`src/rtl/game_flow_controller.sv`:
```
// game_flow_controller: PAC-MAN game sequencer. Owns game state, score,
// lives, remaining dots and the power-pellet timer. Detects player/ghost
// collisions on character-update ticks and emits round/maze control pulses.
module game_flow_controller #(
  parameter int TOTAL_DOTS  = 240,
  parameter int START_LIVES = 3,
  parameter int READY_TICKS = 10,
  parameter int DYING_TICKS = 8,
  parameter int POWER_TICKS = 40,
  parameter int HIT_DIST    = 12
) (
  input  logic        clk,
  input  logic        reset,
  input  logic        tick,
  input  logic        start,
  input  logic        dot_eaten,
  input  logic        big_dot_eaten,
  input  logic [9:0]  player_x,
  input  logic [8:0]  player_y,
  input  logic [39:0] ghost_x,
  input  logic [35:0] ghost_y,
  output logic [2:0]  game_state,
  output logic        move_enable,
  output logic        power_mode,
  output logic [15:0] score,
  output logic [1:0]  lives,
  output logic [3:0]  ghost_home,
  output logic        round_reset,
  output logic        maze_reload
);

  localparam logic [2:0] ST_IDLE      = 3'd0;
  localparam logic [2:0] ST_READY     = 3'd1;
  localparam logic [2:0] ST_PLAYING   = 3'd2;
  localparam logic [2:0] ST_DYING     = 3'd3;
  localparam logic [2:0] ST_GAME_OVER = 3'd4;
  localparam logic [2:0] ST_WIN       = 3'd5;

  localparam int PHASE_MAX = (READY_TICKS > DYING_TICKS) ? READY_TICKS : DYING_TICKS;
  localparam int PHASE_W   = $clog2(PHASE_MAX + 1);
  localparam int POWER_W   = $clog2(POWER_TICKS + 1);
  localparam int DOTS_W    = $clog2(TOTAL_DOTS + 1);

  logic [2:0]         state_q, state_d;
  logic [15:0]        score_q, score_d;
  logic [1:0]         lives_q, lives_d;
  logic [DOTS_W-1:0]  dots_left_q, dots_left_d;
  logic [POWER_W-1:0] power_cnt_q, power_cnt_d;
  logic [1:0]         combo_q, combo_d;
  logic [PHASE_W-1:0] phase_q, phase_d;
  logic [3:0]         ghost_home_q, ghost_home_d;
  logic               round_reset_q, round_reset_d;
  logic               maze_reload_q, maze_reload_d;

  logic [3:0]         hit;
  logic               power_on;
  logic [3:0]         eaten;
  logic [15:0]        ghost_pts;
  logic [1:0]         combo_run;
  logic [15:0]        dot_pts;
  logic [16:0]        score_sum;
  logic [DOTS_W+1:0]  dots_ext;
  logic [DOTS_W+1:0]  dots_dec;

  assign power_on = (power_cnt_q != '0);

  // Per-ghost box test: unsigned abs-diff on both axes, strictly below HIT_DIST
  generate
    for (genvar gi = 0; gi < 4; gi++) begin : g_hit
      logic [9:0] gx, gy, py10, dx, dy;
      assign gx      = ghost_x[gi*10 +: 10];
      assign gy      = {1'b0, ghost_y[gi*9 +: 9]};
      assign py10    = {1'b0, player_y};
      assign dx      = (player_x >= gx) ? (player_x - gx) : (gx - player_x);
      assign dy      = (py10 >= gy) ? (py10 - gy) : (gy - py10);
      assign hit[gi] = (dx < 10'(HIT_DIST)) && (dy < 10'(HIT_DIST));
    end
  endgenerate

  // Ghost-eating bonus: walk ghosts in index order, each worth 200<<combo
  always_comb begin
    eaten     = '0;
    ghost_pts = '0;
    combo_run = combo_q;
    if (tick && power_on) begin
      for (int k = 0; k < 4; k++) begin
        if (hit[k]) begin
          eaten[k]  = 1'b1;
          ghost_pts = ghost_pts + (16'd200 << combo_run);
          if (combo_run != 2'd3) begin
            combo_run = combo_run + 2'd1;
          end
        end
      end
    end
  end

  assign dot_pts   = (dot_eaten ? 16'd10 : 16'd0) + (big_dot_eaten ? 16'd50 : 16'd0);
  assign score_sum = {1'b0, score_q} + {1'b0, dot_pts} + {1'b0, ghost_pts};
  assign dots_ext  = {2'b00, dots_left_q};
  assign dots_dec  = (DOTS_W+2)'(dot_eaten) + (DOTS_W+2)'(big_dot_eaten);

  // Next-state logic for the sequencer and all game counters
  always_comb begin
    state_d       = state_q;
    score_d       = score_q;
    lives_d       = lives_q;
    dots_left_d   = dots_left_q;
    power_cnt_d   = power_cnt_q;
    combo_d       = combo_q;
    phase_d       = phase_q;
    ghost_home_d  = '0;
    round_reset_d = 1'b0;
    maze_reload_d = 1'b0;

    case (state_q)
      ST_IDLE, ST_GAME_OVER, ST_WIN: begin
        if (start) begin
          state_d       = ST_READY;
          score_d       = '0;
          lives_d       = 2'(START_LIVES);
          dots_left_d   = DOTS_W'(TOTAL_DOTS);
          power_cnt_d   = '0;
          combo_d       = '0;
          phase_d       = '0;
          maze_reload_d = 1'b1;
          round_reset_d = 1'b1;
        end
      end

      ST_READY: begin
        if (tick) begin
          if (phase_q == PHASE_W'(READY_TICKS - 1)) begin
            state_d = ST_PLAYING;
            phase_d = '0;
          end else begin
            phase_d = phase_q + 1'b1;
          end
        end
      end

      ST_DYING: begin
        if (tick) begin
          if (phase_q == PHASE_W'(DYING_TICKS - 1)) begin
            phase_d = '0;
            lives_d = lives_q - 2'd1;
            if (lives_q == 2'd1) begin
              state_d = ST_GAME_OVER;
            end else begin
              state_d       = ST_READY;
              round_reset_d = 1'b1;
            end
          end else begin
            phase_d = phase_q + 1'b1;
          end
        end
      end

      ST_PLAYING: begin
        if (tick && !power_on && (hit != 4'b0000)) begin
          // Fatal collision takes priority over dots and the last-dot win
          state_d     = ST_DYING;
          power_cnt_d = '0;
          phase_d     = '0;
        end else begin
          score_d      = score_sum[16] ? 16'hFFFF : score_sum[15:0];
          dots_left_d  = (dots_ext > dots_dec) ? DOTS_W'(dots_ext - dots_dec) : '0;
          ghost_home_d = eaten;
          combo_d      = combo_run;
          if (tick && power_on) begin
            power_cnt_d = power_cnt_q - 1'b1;
            if (power_cnt_q == POWER_W'(1)) begin
              combo_d = '0;
            end
          end
          // A fresh pellet restarts the timer and the combo chain
          if (big_dot_eaten) begin
            power_cnt_d = POWER_W'(POWER_TICKS);
            combo_d     = '0;
          end
          if (dots_left_d == '0) begin
            state_d = ST_WIN;
          end
        end
      end

      default: begin
        state_d = ST_IDLE;
      end
    endcase
  end

  // State registers with synchronous reset that aborts any game in progress
  always_ff @(posedge clk) begin
    if (reset) begin
      state_q       <= ST_IDLE;
      score_q       <= '0;
      lives_q       <= 2'(START_LIVES);
      dots_left_q   <= DOTS_W'(TOTAL_DOTS);
      power_cnt_q   <= '0;
      combo_q       <= '0;
      phase_q       <= '0;
      ghost_home_q  <= '0;
      round_reset_q <= 1'b0;
      maze_reload_q <= 1'b0;
    end else begin
      state_q       <= state_d;
      score_q       <= score_d;
      lives_q       <= lives_d;
      dots_left_q   <= dots_left_d;
      power_cnt_q   <= power_cnt_d;
      combo_q       <= combo_d;
      phase_q       <= phase_d;
      ghost_home_q  <= ghost_home_d;
      round_reset_q <= round_reset_d;
      maze_reload_q <= maze_reload_d;
    end
  end

  assign game_state  = state_q;
  assign move_enable = (state_q == ST_PLAYING);
  assign power_mode  = power_on;
  assign score       = score_q;
  assign lives       = lives_q;
  assign ghost_home  = ghost_home_q;
  assign round_reset = round_reset_q;
  assign maze_reload = maze_reload_q;

endmodule

```
`config.mk`:
```
export PLATFORM = sky130hd
export DESIGN_NAME = game_flow_controller
export DESIGN_NICKNAME = d
export VERILOG_FILES = /design/src/rtl/game_flow_controller.sv
export SDC_FILE = /design/constraint.sdc
export NUM_CORES = 1
export LEC_CHECK = 0
export CORE_AREA = 5 5 127 249
export CTS_CLUSTER_SIZE = 40
export DETAILED_ROUTE_END_ITERATION = 6
export DIE_AREA = 0 0 132 254
export GPL_ROUTABILITY_DRIVEN = 0
export GPL_TIMING_DRIVEN = 1
export PLACE_DENSITY_LB_ADDON = 0.08
export SETUP_SLACK_MARGIN = 0.2
export SLEW_MARGIN = 20
export SYNTH_ARGS = -nofsm -noshare
export SYNTH_HDL_FRONTEND = slang
export SYNTH_SLANG_ARGS = --single-unit
export TNS_END_PERCENT = 50
```
`constraint.sdc`:
```
create_clock -name clk -period 15.9 [get_ports clk]
set_clock_uncertainty 0.2 [all_clocks]
set_input_delay 2.385 -clock clk [delete_from_list [all_inputs] [get_ports clk]]
set_output_delay 2.385 -clock clk [all_outputs]
set_load 0.05 [all_outputs]
```
==> results.sh <==
export IMPL_syn_cell_area_mm2=0.0115
export IMPL_clock_power_share_pct=17.4
export IMPL_critPathLaunchType="input pin"
export IMPL_holdBufCountCts=0
export IMPL_fin_area_mm2=0.0133
export IMPL_worstMarginPinSlew_ns=1.07
export IMPL_p_switching_mw=0.343
export IMPL_synth_ff_type="dfxtp_1"
export IMPL_status="finished, final reports clean"
export IMPL_yosys_register_bits=47
export IMPL_powerDensity_mw_per_mm2=54.7
export IMPL_areaGrowthSynthToFinish_pct=15.2
export IMPL_p_leak_nw=6.20
export IMPL_post_cts_resized=0
export IMPL_cts_setup_buffers=0
export IMPL_die_y_um=254
export IMPL_dr_total_vias=11780
export IMPL_endpoint_kind="flip-flop"
export IMPL_wl_met1_mm=13.4
export IMPL_grt_usage_pct=23.1
export IMPL_grt_max_degree=43
export IMPL_ir_drop_uv=112
export IMPL_setup_viol=0
export IMPL_ys_top_cells_by_area="ha_1 (23%), dfxtp_1 (8.2%), a21oi_1 (5.9%)"
export IMPL_p_comb_share_pct=63.2
export IMPL_finalCriticalPeriod_ns=12.97
export IMPL_fin_hold_ws_ns=0.286
export IMPL_cts_tree="built"
export IMPL_synth_area_per_cell_um2=7.38
export IMPL_critical_path_class="in -> reg"
export IMPL_synth_commonest_cells="ha_1 (214), inv_1 (158), a21oi_1 (136), nor2_1 (135)"
export IMPL_worst_ep_required_time_ns=15.94
export IMPL_rsz0062_at_grt="no"
export IMPL_p_sw_share_pct=47.2
export IMPL_hold_viol_final=0
export IMPL_critPathMaxFanout=14
export IMPL_synth_most_common_cell="ha_1"
export IMPL_timing_final_crit_share_pct=81.6
export IMPL_fp_row_count=89
export IMPL_initial_utilization_pct=39.1
export IMPL_fmax_mhz=77.1
export IMPL_nNetsFinal=1978
export IMPL_crit_top_cell="ha_1"
export IMPL_cts_htree_levels=2
export IMPL_ys_async_sr_fraction_pct=0
export IMPL_dr_wl_met2_mm=23.0
export IMPL_clockBufferDepth=2
export IMPL_antenna_diode_count=0
export IMPL_worst_slack_ns=2.93
export IMPL_yosysWarningCount=0
export IMPL_maxCapViolations=0
export IMPL_portBuffers=129
export IMPL_finalMaxSlewViolations=0
export IMPL_seq_power_share_pct=19.3
export IMPL_die_area_mm2=0.0335
export IMPL_power_total_mw=0.726
export IMPL_max_slew_margin_rel_pct=28.3
export IMPL_drtIter0Drc=466
export IMPL_antenna_found_initial=0
export IMPL_core_area_mm2=0.0295
export IMPL_cts_root_buf="clkbuf_16"
export IMPL_yosysTopAreaCell="ha_1"
export IMPL_pre_cts_slack_ns=2.67
export IMPL_synth_top_area_share_pct=23.2
export IMPL_synth_fp_nets=1885
export IMPL_highest_layer="met4"
export IMPL_p_int_mw=0.383
export IMPL_nFillCells=3070
export IMPL_ios=130
export IMPL_utilization_pct=45.0
export IMPL_final_cells=2020
export IMPL_clk_latency_ns=0.31
export IMPL_drt_total_wl_mm=40.4
export IMPL_cts_sinks=47
export IMPL_post_dp_hpwl_mm=34.4
export IMPL_cts_buffers=5
export IMPL_max_stage_delay_ns=0.70
export IMPL_postPlaceCellArea_mm2=0.0131
export IMPL_min_path_type="reg -> reg"
export IMPL_drive_gt1_share_pct=4.53
export IMPL_wl_per_cell_um=20.0
export IMPL_antenna_left=0
export IMPL_cts_clk_slew_worst_paths_ns=0.07
export IMPL_grt_pass1_vias=12318
export IMPL_synth_edff_count=0
export IMPL_dp_cells=2012
export IMPL_ys_seq_area_share_pct=8.16
export IMPL_critPathArrivalTime_ns=13.01
export IMPL_viasPerCell=5.83
export IMPL_worst_path_max_delay_cell="clkdlybuf4s50_1"
export IMPL_gr_total_overflow=0
export IMPL_yosys_cell_types_count=101
export IMPL_wl_met3_mm=1.13
export IMPL_drc_errors=0
export IMPL_netlist_instances=1562
export IMPL_dr_pass1_iters=5
export IMPL_grt_pass1_wl_mm=63.0
export IMPL_tns_ns=0
export IMPL_chipWidth_um=132
-- routing by layer --
metal / vias to the layer above / global-route usage [%]
met2: 294 / 48.4
met4: 0 / 15.4
li1: 5821 / -
met1: 5535 / 20.2
met3: 130 / 1.66
met5: - / 0
-- power by group through the flow --
stage / clock network (mW) / registers [mW] / logic (mW)
after floorplan: 0 / 0.156 / 0.304
after global placement: 0 / 0.143 / 0.457
after detailed placement: 0 / 0.143 / 0.457
after CTS: 0.132 / 0.140 / 0.460
after global routing: 0.135 / 0.143 / 0.501
final: 0.127 / 0.140 / 0.459
-- worst paths after layout --
check                     startpoint                      to  slack (ns)  cells after the start
min reg2reg    score[0]$_SDFFE_PP0P_   score[0]$_SDFFE_PP0P_        0.29                      1
max                      player_y[3]  score[10]$_SDFFE_PP0P_        2.93                     41
max reg2reg  combo_q[1]$_SDFFE_PP0P_  score[10]$_SDFFE_PP0P_        7.83                     34
min            score[0]$_SDFFE_PP0P_   score[0]$_SDFFE_PP0P_        0.29                      1
-- layout make-up --
| class | count | area [um2] | share of cell area, % |
|---|---|---|---|
| Tap cell | 364 | 455 | 3.43 |
| Sequential cell | 47 | 941 | 7.09 |
| Timing Repair Buffer | 133 | 1320 | 9.95 |
| Inverter | 161 | 607 | 4.57 |
| Clock buffer | 5 | 125 | 0.943 |
| Clock inverter | 3 | 46.3 | 0.349 |
| Multi-Input combinational cell | 1307 | 9780 | 73.7 |
-- registers in the layout, summed over array words and instances, names as in the netlist --
signal / flops
round_reset: 1
power_cnt_q: 6
score: 16
ghost_home: 4
combo_q: 2
lives: 2
maze_reload: 1
dots_left_q: 8
phase_q: 4
game_state: 3
-- worst max-delay path, delay by kind of cell --
kind	cells	cell delay (ns)
XOR/XNOR	1	0.20
AND/OR/NAND/NOR	10	2.68
adder cells (fa/ha/maj)	6	2.02
AO/OA/AOI/OAI	18	3.82
buffers and inverters	3	0.98
multiplexers	3	0.91
-- cells in the final DEF, fill, tap and decap left out, types with 19 or more instances in the layout --
| master | Yosys | routed |
|---|---|---|
| a21o_1 | 20 | 20 |
| clkdlybuf4s50_1 | 0 | 129 |
| o21ai_0 | 86 | 86 |
| nor2_1 | 135 | 135 |
| a21oi_1 | 136 | 136 |
| o211ai_1 | 19 | 19 |
| inv_1 | 158 | 158 |
| mux2i_1 | 34 | 34 |
| nand3_1 | 25 | 25 |
| dfxtp_1 | 47 | 47 |
| o21bai_1 | 20 | 20 |
| o21a_1 | 30 | 30 |
| xor2_1 | 20 | 20 |
| nor2b_1 | 33 | 33 |
| xnor2_1 | 46 | 46 |
| nand2_1 | 86 | 86 |
| ha_1 | 214 | 214 |
| nand2b_1 | 28 | 28 |
| nor3_1 | 43 | 43 |
| or3_1 | 21 | 21 |
-- cells by family after synthesis --
| logic type | count (synthesis) | share of synthesized area [%] |
|---|---|---|
| and+or+nand+nor | 488 | 22.0 |
| AOI/OAI and AO/OA | 484 | 28.9 |
| adders and majority gates | 222 | 24.6 |
| buffers and inverters | 208 | 7.01 |
| xor gates and xnor gates | 66 | 5.02 |
| muxes | 47 | 4.28 |
| DFF | 47 | 8.16 |
No activity file was read; power rests on OpenSTA's default activity.
